==> src/rtl/calc_pkg.sv <==
// Shared constants and the reader state encoding for matrix_reader.
package calc_pkg;

  localparam int SLOT_W = 2;   // storage slot index width
  localparam int DIM_W  = 3;   // row/column index and dimension width
  localparam int DATA_W = 16;  // default element width
  localparam int CSUM_W = 16;  // checksum width

  typedef enum logic [2:0] {
    S_IDLE,
    S_DIM_REQ,
    S_DIM_WAIT,
    S_RD_REQ,
    S_RD_WAIT,
    S_OUT,
    S_DONE
  } reader_state_t;

endpackage

==> src/rtl/matrix_reader.sv <==
// matrix_reader: on a start request, reads the dimensions of one storage slot,
// then streams every element of that slot in row-major order over a
// valid/ready interface. Optional checksum accumulator enabled by defining
// MATRIX_READER_CHECKSUM_EN; without it the checksum output is tied to zero.
module matrix_reader
  import calc_pkg::*;
#(
  parameter int DATA_W = calc_pkg::DATA_W
) (
  input  logic              clk,
  input  logic              rst_n,
  input  logic              start,
  input  logic [SLOT_W-1:0] target_slot,
  output logic              busy,
  output logic              done,
  output logic              err_empty,
  output logic              dim_rd_en,
  input  logic [DIM_W-1:0]  dim_m,
  input  logic [DIM_W-1:0]  dim_n,
  output logic [SLOT_W-1:0] rd_slot_idx,
  output logic [DIM_W-1:0]  rd_row,
  output logic [DIM_W-1:0]  rd_col,
  output logic              rd_en,
  input  logic [DATA_W-1:0] rd_data,
  output logic              out_valid,
  input  logic              out_ready,
  output logic [DATA_W-1:0] out_data,
  output logic [DIM_W-1:0]  out_row,
  output logic [DIM_W-1:0]  out_col,
  output logic              out_last,
  output logic [CSUM_W-1:0] checksum
);

  localparam logic [DIM_W-1:0] DIM_ONE = DIM_W'(1);

  reader_state_t     state_reg, state_next;
  logic [SLOT_W-1:0] slot_reg;
  logic [DIM_W-1:0]  m_reg, n_reg;
  logic [DIM_W-1:0]  i_reg, j_reg;
  logic [DIM_W-1:0]  m_last, n_last;
  logic [DATA_W-1:0] out_data_reg;
  logic [DIM_W-1:0]  out_row_reg, out_col_reg;
  logic              out_valid_reg, out_last_reg;
  logic              err_reg;
  logic              xfer;
  logic              dims_zero;
  logic              accept;

  // Last valid index in each dimension, taken from the latched dims.
  assign m_last = m_reg - DIM_ONE;
  assign n_last = n_reg - DIM_ONE;

  assign rd_slot_idx = slot_reg;
  assign rd_row      = i_reg;
  assign rd_col      = j_reg;
  assign out_valid   = out_valid_reg;
  assign out_data    = out_data_reg;
  assign out_row     = out_row_reg;
  assign out_col     = out_col_reg;
  assign out_last    = out_last_reg;
  assign err_empty   = err_reg;

  // State register.
  always_ff @(posedge clk or negedge rst_n) begin
    if (!rst_n) state_reg <= S_IDLE;
    else        state_reg <= state_next;
  end

  // Next-state logic and state-decoded strobes.
  always_comb begin
    state_next = state_reg;
    busy       = (state_reg != S_IDLE) && (state_reg != S_DONE);
    done       = (state_reg == S_DONE);
    dim_rd_en  = (state_reg == S_DIM_REQ);
    rd_en      = (state_reg == S_RD_REQ);
    accept     = (state_reg == S_IDLE) && start;
    xfer       = (state_reg == S_OUT) && out_valid_reg && out_ready;
    dims_zero  = (dim_m == '0) || (dim_n == '0);
    case (state_reg)
      S_IDLE:     if (start) state_next = S_DIM_REQ;
      S_DIM_REQ:  state_next = S_DIM_WAIT;
      S_DIM_WAIT: state_next = dims_zero ? S_DONE : S_RD_REQ;
      S_RD_REQ:   state_next = S_RD_WAIT;
      S_RD_WAIT:  state_next = S_OUT;
      S_OUT:      if (xfer) state_next = out_last_reg ? S_DONE : S_RD_REQ;
      S_DONE:     if (!start) state_next = S_IDLE;
      default:    state_next = S_IDLE;
    endcase
  end

  // Datapath: slot/dims latching, row-major counters and the output register.
  always_ff @(posedge clk or negedge rst_n) begin
    if (!rst_n) begin
      slot_reg      <= '0;
      m_reg         <= '0;
      n_reg         <= '0;
      i_reg         <= '0;
      j_reg         <= '0;
      out_data_reg  <= '0;
      out_row_reg   <= '0;
      out_col_reg   <= '0;
      out_valid_reg <= 1'b0;
      out_last_reg  <= 1'b0;
      err_reg       <= 1'b0;
    end else begin
      err_reg <= 1'b0;
      case (state_reg)
        S_IDLE: begin
          if (start) slot_reg <= target_slot;
        end
        S_DIM_REQ: begin
          i_reg <= '0;
          j_reg <= '0;
        end
        S_DIM_WAIT: begin
          m_reg   <= dim_m;
          n_reg   <= dim_n;
          err_reg <= dims_zero;
        end
        S_RD_WAIT: begin
          out_data_reg  <= rd_data;
          out_row_reg   <= i_reg;
          out_col_reg   <= j_reg;
          out_last_reg  <= (i_reg == m_last) && (j_reg == n_last);
          out_valid_reg <= 1'b1;
        end
        S_OUT: begin
          if (xfer) begin
            out_valid_reg <= 1'b0;
            if (!out_last_reg) begin
              if (j_reg == n_last) begin
                j_reg <= '0;
                i_reg <= i_reg + DIM_ONE;
              end else begin
                j_reg <= j_reg + DIM_ONE;
              end
            end
          end
        end
        default: ;
      endcase
    end
  end

`ifdef MATRIX_READER_CHECKSUM_EN
  logic [CSUM_W-1:0] csum_reg;
  logic [CSUM_W-1:0] csum_term;

  assign csum_term = CSUM_W'(out_data_reg);
  assign checksum  = csum_reg;

  // Running modulo-2^16 sum of transferred elements, restarted per request.
  always_ff @(posedge clk or negedge rst_n) begin
    if (!rst_n)      csum_reg <= '0;
    else if (accept) csum_reg <= '0;
    else if (xfer)   csum_reg <= csum_reg + csum_term;
  end
`else
  assign checksum = '0;
`endif

endmodule

==> config.mk <==
export PLATFORM = sky130hd
export DESIGN_NAME = matrix_reader
export DESIGN_NICKNAME = d
export VERILOG_FILES = /design/src/rtl/calc_pkg.sv /design/src/rtl/matrix_reader.sv
export SDC_FILE = /design/constraint.sdc
export NUM_CORES = 1
export LEC_CHECK = 0
export ABC_AREA = 1
export CAP_MARGIN = 20
export CORE_ASPECT_RATIO = 2
export CORE_MARGIN = 2
export CORE_UTILIZATION = 30
export CTS_BUF_LIST = sky130_fd_sc_hd__clkbuf_4 sky130_fd_sc_hd__clkbuf_8
export DETAILED_ROUTE_END_ITERATION = 8
export HOLD_SLACK_MARGIN = 0.06
export PLACE_DENSITY_LB_ADDON = 0.15
export SLEW_MARGIN = 40
export SYNTH_ARGS = -nofsm -noshare
export SYNTH_HDL_FRONTEND = slang
export SYNTH_SLANG_ARGS = --single-unit
==> constraint.sdc <==
create_clock -name clk -period 2.14 [get_ports clk]
set_input_delay 0.428 -clock clk [delete_from_list [all_inputs] [get_ports clk]]
set_output_delay 0.428 -clock clk [all_outputs]
set_load 0.005 [all_outputs]
==> results of run 1 <==
cell families (layout without fill, tap and decap cells):
kind of cell,count (synthesis),after routing,synth area share (%)
adder cells (fa/ha/maj),4,4,2.40
other,1,16,0.180
flip-flops,42,42,50.4
AND/OR/NAND/NOR,84,84,17.3
XOR/XNOR,6,6,2.52
AO/OA/AOI/OAI,17,17,4.14
multiplexers,21,21,11.3
buffers and inverters,44,100,11.6
per-layer routing:
| metal | GRT usage (%) | routed length, um | up-vias |
|---|---|---|---|
| li1 | - | - | 803 |
| met2 | 19.2 | 2050 | 59 |
| met4 | 5.69 | 85 | 0 |
| met3 | 3.32 | 299 | 9 |
| met1 | 12.4 | 1700 | 732 |
| met5 | 0 | 0 | - |
final cells by class:
| cell class | count | share of cell area [%] |
|---|---|---|
| clock buffers | 6 | 2.89 |
| clock inverters | 2 | 0.437 |
| inverters | 24 | 3.15 |
| multi-input cells | 148 | 29.6 |
| flip-flops and latches | 42 | 36.7 |
| well taps | 90 | 3.94 |
| repair buffers | 68 | 23.3 |
worst max-delay path, stage by stage, from the launching register on:
cell	delay [ps]
dfrtp_1	450
inv_1	170
nand3_1	120
inv_1	80
clkdlybuf4s50_1	500
placed cells by master (no fill, tap or decap):
master,instances
conb_1,16
nor2_1,15
buf_2,1
nor2_4,2
clkdlybuf4s50_1,63
xnor2_1,4
nor3_2,1
a31oi_1,1
nand4_1,1
nor2_2,1
dfrtp_1,42
nand3_2,1
clkbuf_8,6
ha_1,4
clkinvlp_4,1
xor2_1,2
inv_1,23
buf_4,4
o21ai_1,1
nand2_1,54
nor3_1,1
nand3_1,7
mux2_2,21
o21ai_0,15
clkinv_2,1
inv_2,1
nand3b_1,1
synth_stat cells (all sizes together):
cell and instances:
xnor2 4, nand4 1, buf 20, xor2 2, a31oi 1, nor2 18, nand2 54, dfrtp 42
mux2 21, ha 4, nand3 8, o21ai 16, inv 24, nor3 2, nand3b 1, conb 1
metrics by stage:
step / total power, mW / cells / hold slack [ps]
2_1_floorplan: 2.16 / 234 / 132
3_3_place_gp: 2.83 / 372 / 462
3_5_place_dp: 2.86 / 372 / 458
4_1_cts: 3.42 / 380 / 114
5_1_grt: 3.62 / 380 / 148
6_report: 3.36 / 380 / 113
power breakdown:
group	internal, mW	total, mW	switching, mW
combinational	0.882	1.56	0.674
sequential	1.09	1.26	0.169
clock	0.259	0.539	0.280
worst paths after layout:
check / end / slack, ps / depth (start not counted)
max: rd_en / 90 / 4
max in group asynchronous: out_data[10]$_DFFE_PN0P_ / 1450 / 2
min in group clk: out_col[1]$_DFFE_PN0P_ / 490 / 2
max reg2reg: rd_row[0]$_DFFE_PN0P_ / 580 / 11
min reg2reg: out_col[1]$_DFFE_PN0P_ / 490 / 2
min: out_col[1]$_DFFE_PN0P_ / 110 / 1
==> impl_metrics.ini, run 1 <==
[die]
die_h_um = 122
num_rows = 43
start_util_pct = 30.5
ios = 81
dieArea_sq_um = 7670
core_sq_um = 6830
die_x_um = 62.9

[place]
post-dp-hpwl_mm = 3.15
placed_area_sq_um = 2770
place_congestion = 0.858
port_buffers = 64
post-place-ws_ps = 421

[clock_tree]
ctsHoldBuffers = 0
numCtsBuffers = 5
clockBufferDepth = 2
cts-root-buf = clkbuf_8
clk_pin_slew_ps = 80
cts_resized = 0
cts_tree = done
clock_sinks = 42
clock_latency_ps = 300
cts_setup_buffers = 0
htree_levels = 2

[finish]
stdcell_area_sq_um = 2860
largest_register_ff_count = 16
diodes = 0
drive_gt1_share_pct = 13.8
fill_cells = 702
multi_input_area_sq_um = 847
ff_latch_area_sq_um = 1050
syn_to_final_growth_pct = 37.3
postLayoutCoreUtil_pct = 41.9
nets = 321

[logic_synthesis]
netlist.area_leader.share_pct = 50.4
ys_types = 24
synth_seq_cells = 42
syn_area_per_cell_sq_um = 9.52
synth_area_leader_cell = dfrtp_1
syn_area_sq_um = 2080
ys_seq_area_share_pct = 50.4
synthCells = 219
synth_area_leaders = dfrtp_1, mux2_2, nand2_1
ys_warn_count = 0

[sta]
min_period_over_period_pct = 95.7
totalNegativeSetupSlack_ps = 0
max_slew.worst_pin.slew_ps = 571
slew_violations = 0
period_minus_slack_ps = 2050
rsz0062_at_grt = no
clock_skew_ps = 4.01
fin_ws_ps = 92.1
timing.fmax_ghz = 0.488
final-hold-violation-count = 0
slew-limit-headroom_pct = 61.9
setup_viol = 0

[critical_path]
r2r-start = n_reg[0]$_DFFE_PN0P_
crit_type = flip-flop to output port
critPathLaunch = state_reg[2]$_DFFE_PN0P_
cp_data_required_time_ps = 1710
cp.arrival_ps = 1620
path_max_fanout = 6
end_kind = output port
startpoint_type = flip-flop

[power]
p_leak_nw = 1.33
power_density_nw_per_um2 = 1170
ir_worst_vdd_v = 0.000587

[route]
drcViolationCount = 0
drt-initial-drc-count = 36
vias = 1603
wl_per_cell_um = 10.9
drt_wl_total_mm = 4.14
vias_per_cell = 4.22
first_pass_iters = 4
ant_nets = 0

[global_route]
grt_overflow = 0
grt_max_degree = 30
antenna_found_initial = 0
grt_util_all_layers_pct = 11.2
grt_pass1_wl_mm = 6.78
grt_pass1_vias = 1518

[outcome]
status = complete, no violations

[hold_path]
hp-class = primary input to asynchronous set/reset pin

[flow_run]
drv_cap = 0
No activity file was read; power rests on OpenSTA's default activity.
==> run 2, diff against run 1 <==
- CAP_MARGIN: 20 -> not set
- DONT_BUFFER_PORTS: not set -> 1
==> impl_metrics.ini, run 2 (same netlist as run 1, synthesis figures left out) <==
[outcome]
status = complete, no violations

[finish]
syn_to_final_growth_pct = 7.86
drive_gt1_share_pct = 16.8
largest_register_ff_count = 16
final_common_cell = nand2_1
final_cell_mix = nand2_1, dfrtp_1, inv_1, mux2_2, conb_1
diodes = 0
nets = 257
layoutNonFillerInstCount = 316

[route]
ant_nets = 0
drt-initial-drc-count = 23
vias_per_cell = 4.36
first_pass_iters = 4
wl_per_cell_um = 12.5
drcViolationCount = 0
vias = 1377
drt_wl_total_mm = 3.96

[global_route]
grt_overflow = 0
met3_usage_pct = 3.60
antenna_found_initial = 0
grt.busiest_layer = met2
grt_max_degree = 43
grt_pass1_vias = 1310
use_met1_pct = 11.2
grt_pass1_wl_mm = 6.19
grt_util_all_layers_pct = 10.8
grt_use_met2_pct = 18.8

[die]
start_util_pct = 30.5
core_sq_um = 6830
dieArea_sq_um = 7670
die_x_um = 62.9
die_h_um = 122
num_rows = 43
ios = 81

[place]
placedCellCount = 306
port_buffers = 0
place_congestion = 0.719
post-dp-hpwl_mm = 2.97

[sta]
final-hold-violation-count = 0
period_minus_slack_ps = 1640
timing.fmax_ghz = 0.611
slew_violations = 0
min_period_over_period_pct = 76.5
rsz0062_at_grt = no
clock_skew_ps = 11.9
totalNegativeSetupSlack_ps = 0
setup_viol = 0

[hold_path]
worstHoldPathCells = 2
min_from = dim_n[1]
hp-class = primary input to flip-flop
min_delay_worst_endpoint = n_reg[1]$_DFFE_PN0P_

[power]
ir_worst_vdd_v = 0.000376
p_int_mw = 1.81
sw_frac_of_total_pct = 36.9
power.total_mw = 2.88
p_sw_mw = 1.06
power_density_nw_per_um2 = 1280
p_leak_nw = 1.10
p_seq_share_pct = 45.9
pwr-share-clk_pct = 19.1
combPwrFrac_pct = 35.0

[critical_path]
cp_data_required_time_ps = 1710
rr_worst_depth = 11
path_max_fanout = 6
crit_type = flip-flop to output port
startpoint_type = flip-flop
r2r-start = n_reg[0]$_DFFE_PN0P_
end_kind = output port
reg2reg_to = rd_row[0]$_DFFE_PN0P_
cp.arrival_ps = 1210
reg2reg_slack_ps = 640

[clock_tree]
htree_levels = 2
cts-root-buf = clkbuf_8
clockBufferDepth = 2
cts_resized = 0
cts_tree = done
clock_latency_ps = 310
clk_pin_slew_ps = 90
numCtsBuffers = 5
clock_sinks = 42

[flow_run]
drv_cap = 0
[run 2: worst max-delay path, cell delays in order, from the launching register on]
cell and delay [ps]:
dfrtp_1 450, inv_1 140, nor2_1 220, nor2_1 90
[run 2: stage by stage]
stage / utilization (%) / setup slack [ps] / cell area (sq um) / hold slack [ps]
6_report: 32.9 / 503 / 2250 / 251
4_1_cts: 32.9 / 460 / 2250 / 234
5_1_grt: 32.9 / 418 / 2250 / 255
2_1_floorplan: - / 793 / 2140 / 132
3_3_place_gp: 31.0 / 651 / 2120 / 133
3_5_place_dp: 31.0 / 640 / 2120 / 133
[run 2: worst max path at each step]
stage                             start                       to  slack [ps]  cells past startpoint
6_report       state_reg[2]$_DFFE_PN0P_                     busy         500                      3
5_1_grt        state_reg[2]$_DFFE_PN0P_                     busy         420                      3
4_1_cts        state_reg[2]$_DFFE_PN0P_                     busy         460                      3
3_5_place_dp   state_reg[1]$_DFFE_PN0P_  out_data[6]$_DFFE_PN0P_         640                      4
3_3_place_gp   state_reg[1]$_DFFE_PN0P_  out_data[4]$_DFFE_PN0P_         650                      4
2_1_floorplan      n_reg[0]$_DFFE_PN0P_    rd_row[0]$_DFFE_PN0P_         790                     11
[run 2: repair_timing]
| item | CTS | global route |
|---|---|---|
| hold buffers | 2 | 0 |
| hold endpoints to repair | 42 | 0 |
| buffers inserted | 0 | 0 |
[run 2: final cells by class]
| class | instances | area [sq um] |
|---|---|---|
| fillers | 744 | 4580 |
| flip-flops and latches | 42 | 1050 |
| multi-input cells | 148 | 847 |
| well taps | 90 | 113 |
| clock buffers | 7 | 90.1 |
| inverters | 24 | 90.1 |
| repair buffers | 4 | 52.6 |
| clock inverters | 1 | 5.00 |
[run 2: power groups by stage]
stage               registers, mW  logic (mW)  clock network, mW
floorplan                    1.29       0.870                  0
global placement             1.34       0.976                  0
detailed placement           1.34        1.00                  0
CTS                          1.33        1.03              0.591
global route                 1.35        1.16              0.615
finish                       1.32        1.01              0.551
[run 2: routing by layer]
metal | routed length, um | share of wire, %
met5 | 0 | 0
met1 | 1580 | 40
met3 | 258 | 6.5
met2 | 2020 | 51
met4 | 102 | 2.6
==> run 3, diff against run 2 <==
- clock period: 2.14 -> 1.66 ns (I/O delays scaled with it)
==> impl_metrics.ini, run 3 (same netlist as run 1, synthesis figures left out) <==
[finish]
nets = 257
final_cell_mix = nand2_1, dfrtp_1, inv_1, mux2_2, conb_1
final_common_cell = nand2_1
diodes = 0
drive_gt1_share_pct = 17.3
syn_to_final_growth_pct = 8.58
largest_register_ff_count = 16

[route]
dr.max_layer_used = met4
ant_nets = 0
drcViolationCount = 0
wl_met3_um = 282
wl_per_cell_um = 12.3
first_pass_iters = 3
drt_wl_total_mm = 3.88
vias_per_cell = 4.42
met2_length_mm = 1.96
m1WireLength_mm = 1.56
drt-initial-drc-count = 19
vias = 1398

[global_route]
grt_overflow = 0
grt_max_degree = 43
grt_util_all_layers_pct = 10.7
grt_pass1_vias = 1280
antenna_found_initial = 0
grt_pass1_wl_mm = 6.22

[place]
place_congestion = 0.712
port_buffers = 0
post-dp-hpwl_mm = 2.90

[sta]
clock_skew_ps = 5.99
slew_violations = 0
final-hold-violation-count = 0
min_period_over_period_pct = 91.8
hold_slack_ps = 152
period_minus_slack_ps = 1520
timing.fmax_ghz = 0.656
setup_viol = 0

[power]
p_sw_mw = 1.36
ir_worst_vdd_v = 0.000556
pwr-share-clk_pct = 18.8
p_leak_nw = 1.11
power_density_nw_per_um2 = 1640
p_int_mw = 2.36
power.total_mw = 3.71
p_seq_share_pct = 46.0
combPwrFrac_pct = 35.3
sw_frac_of_total_pct = 36.5

[critical_path]
end_kind = output port
cp_data_required_time_ps = 1330
crit_path_max_incr_delay_ps = 450
startpoint_type = flip-flop
critPathSlowestCell = dfrtp_1
cp_common_cell = nor2_1
path_max_fanout = 6
path_cells = inv_1 > nor2_1 > nor2_1
crit_type = flip-flop to output port
cp.arrival_ps = 1190

[flow_run]
drv_cap = 0

[hold_path]
hp-class = primary input to flip-flop

[clock_tree]
cts_setup_buffers = 0
clockBufferDepth = 2
numCtsBuffers = 5
clock_sinks = 42
clock_latency_ps = 300
cts_tree = done
clk_pin_slew_ps = 80
cts-root-buf = clkbuf_8
htree_levels = 2

[die]
ios = 81
die_h_um = 122
num_rows = 43
dieArea_sq_um = 7670
die_x_um = 62.9
start_util_pct = 30.5
core_sq_um = 6830

[outcome]
status = complete, no violations
[run 3: metrics by stage]
| stage | instances | cell area [sq um] | setup TNS (ps) | util, % | worst slack [ps] |
|---|---|---|---|---|---|
| after floorplan | 234 | 2140 | 0 | - | 313 |
| after global placement | 306 | 2130 | 0 | 31.1 | 231 |
| after detailed placement | 306 | 2130 | 0 | 31.1 | 144 |
| after CTS | 316 | 2260 | 0 | 33.1 | 84.3 |
| after global routing | 316 | 2260 | -4.29 | 33.1 | -4.29 |
| final | 316 | 2260 | 0 | 33.1 | 137 |
[run 3: area by class of cell]
type / instances / area, sq um
clock buffer: 7 / 90.1
fill: 732 / 4570
sequential: 42 / 1050
clock inverter: 1 / 5.00
inverter: 24 / 90.1
timing repair buffer: 4 / 65.1
multi-input combinational: 148 / 850
tap: 90 / 113
[run 3: worst paths after layout]
| path | to | cells past startpoint | startpoint | slack (ps) |
|---|---|---|---|---|
| min in group asynchronous | rd_col[2]$_DFFE_PN0P_ | 2 | rst_n | 540 |
| max in group asynchronous | out_data[8]$_DFFE_PN0P_ | 2 | rst_n | 930 |
| hold / removal | n_reg[2]$_DFFE_PN0P_ | 2 | dim_n[2] | 150 |
| setup reg to reg | rd_row[0]$_DFFE_PN0P_ | 11 | n_reg[0]$_DFFE_PN0P_ | 180 |
| hold reg to reg | m_reg[2]$_DFFE_PN0P_ | 2 | m_reg[2]$_DFFE_PN0P_ | 520 |
| setup / recovery | busy | 3 | state_reg[2]$_DFFE_PN0P_ | 140 |
[run 3: critical path: cells and delay by family (launching register included)]
family | cells | cell delay, ps
buffers and inverters | 1 | 140
flip-flops | 1 | 450
AND/OR/NAND/NOR | 2 | 310
[run 3: metal layers]
layer	vias to the layer above	GRT usage (%)
met5	-	0
met4	0	5.42
met3	6	4.06
met2	52	18.0
met1	671	11.6
li1	669	-
[run 3: power groups by stage]
stage	sequential (mW)	clock, mW	combinational [mW]
finish	1.71	0.697	1.31
floorplan	1.66	0	1.12
CTS	1.71	0.737	1.33
detailed placement	1.74	0	1.30
global route	1.75	0.775	1.51
global placement	1.72	0	1.27
[run 3: timing repair]
item,CTS,global route
hold buffers,2,0
setup endpoints to repair,0,3
resized for setup,0,1
hold endpoints to repair,42,0
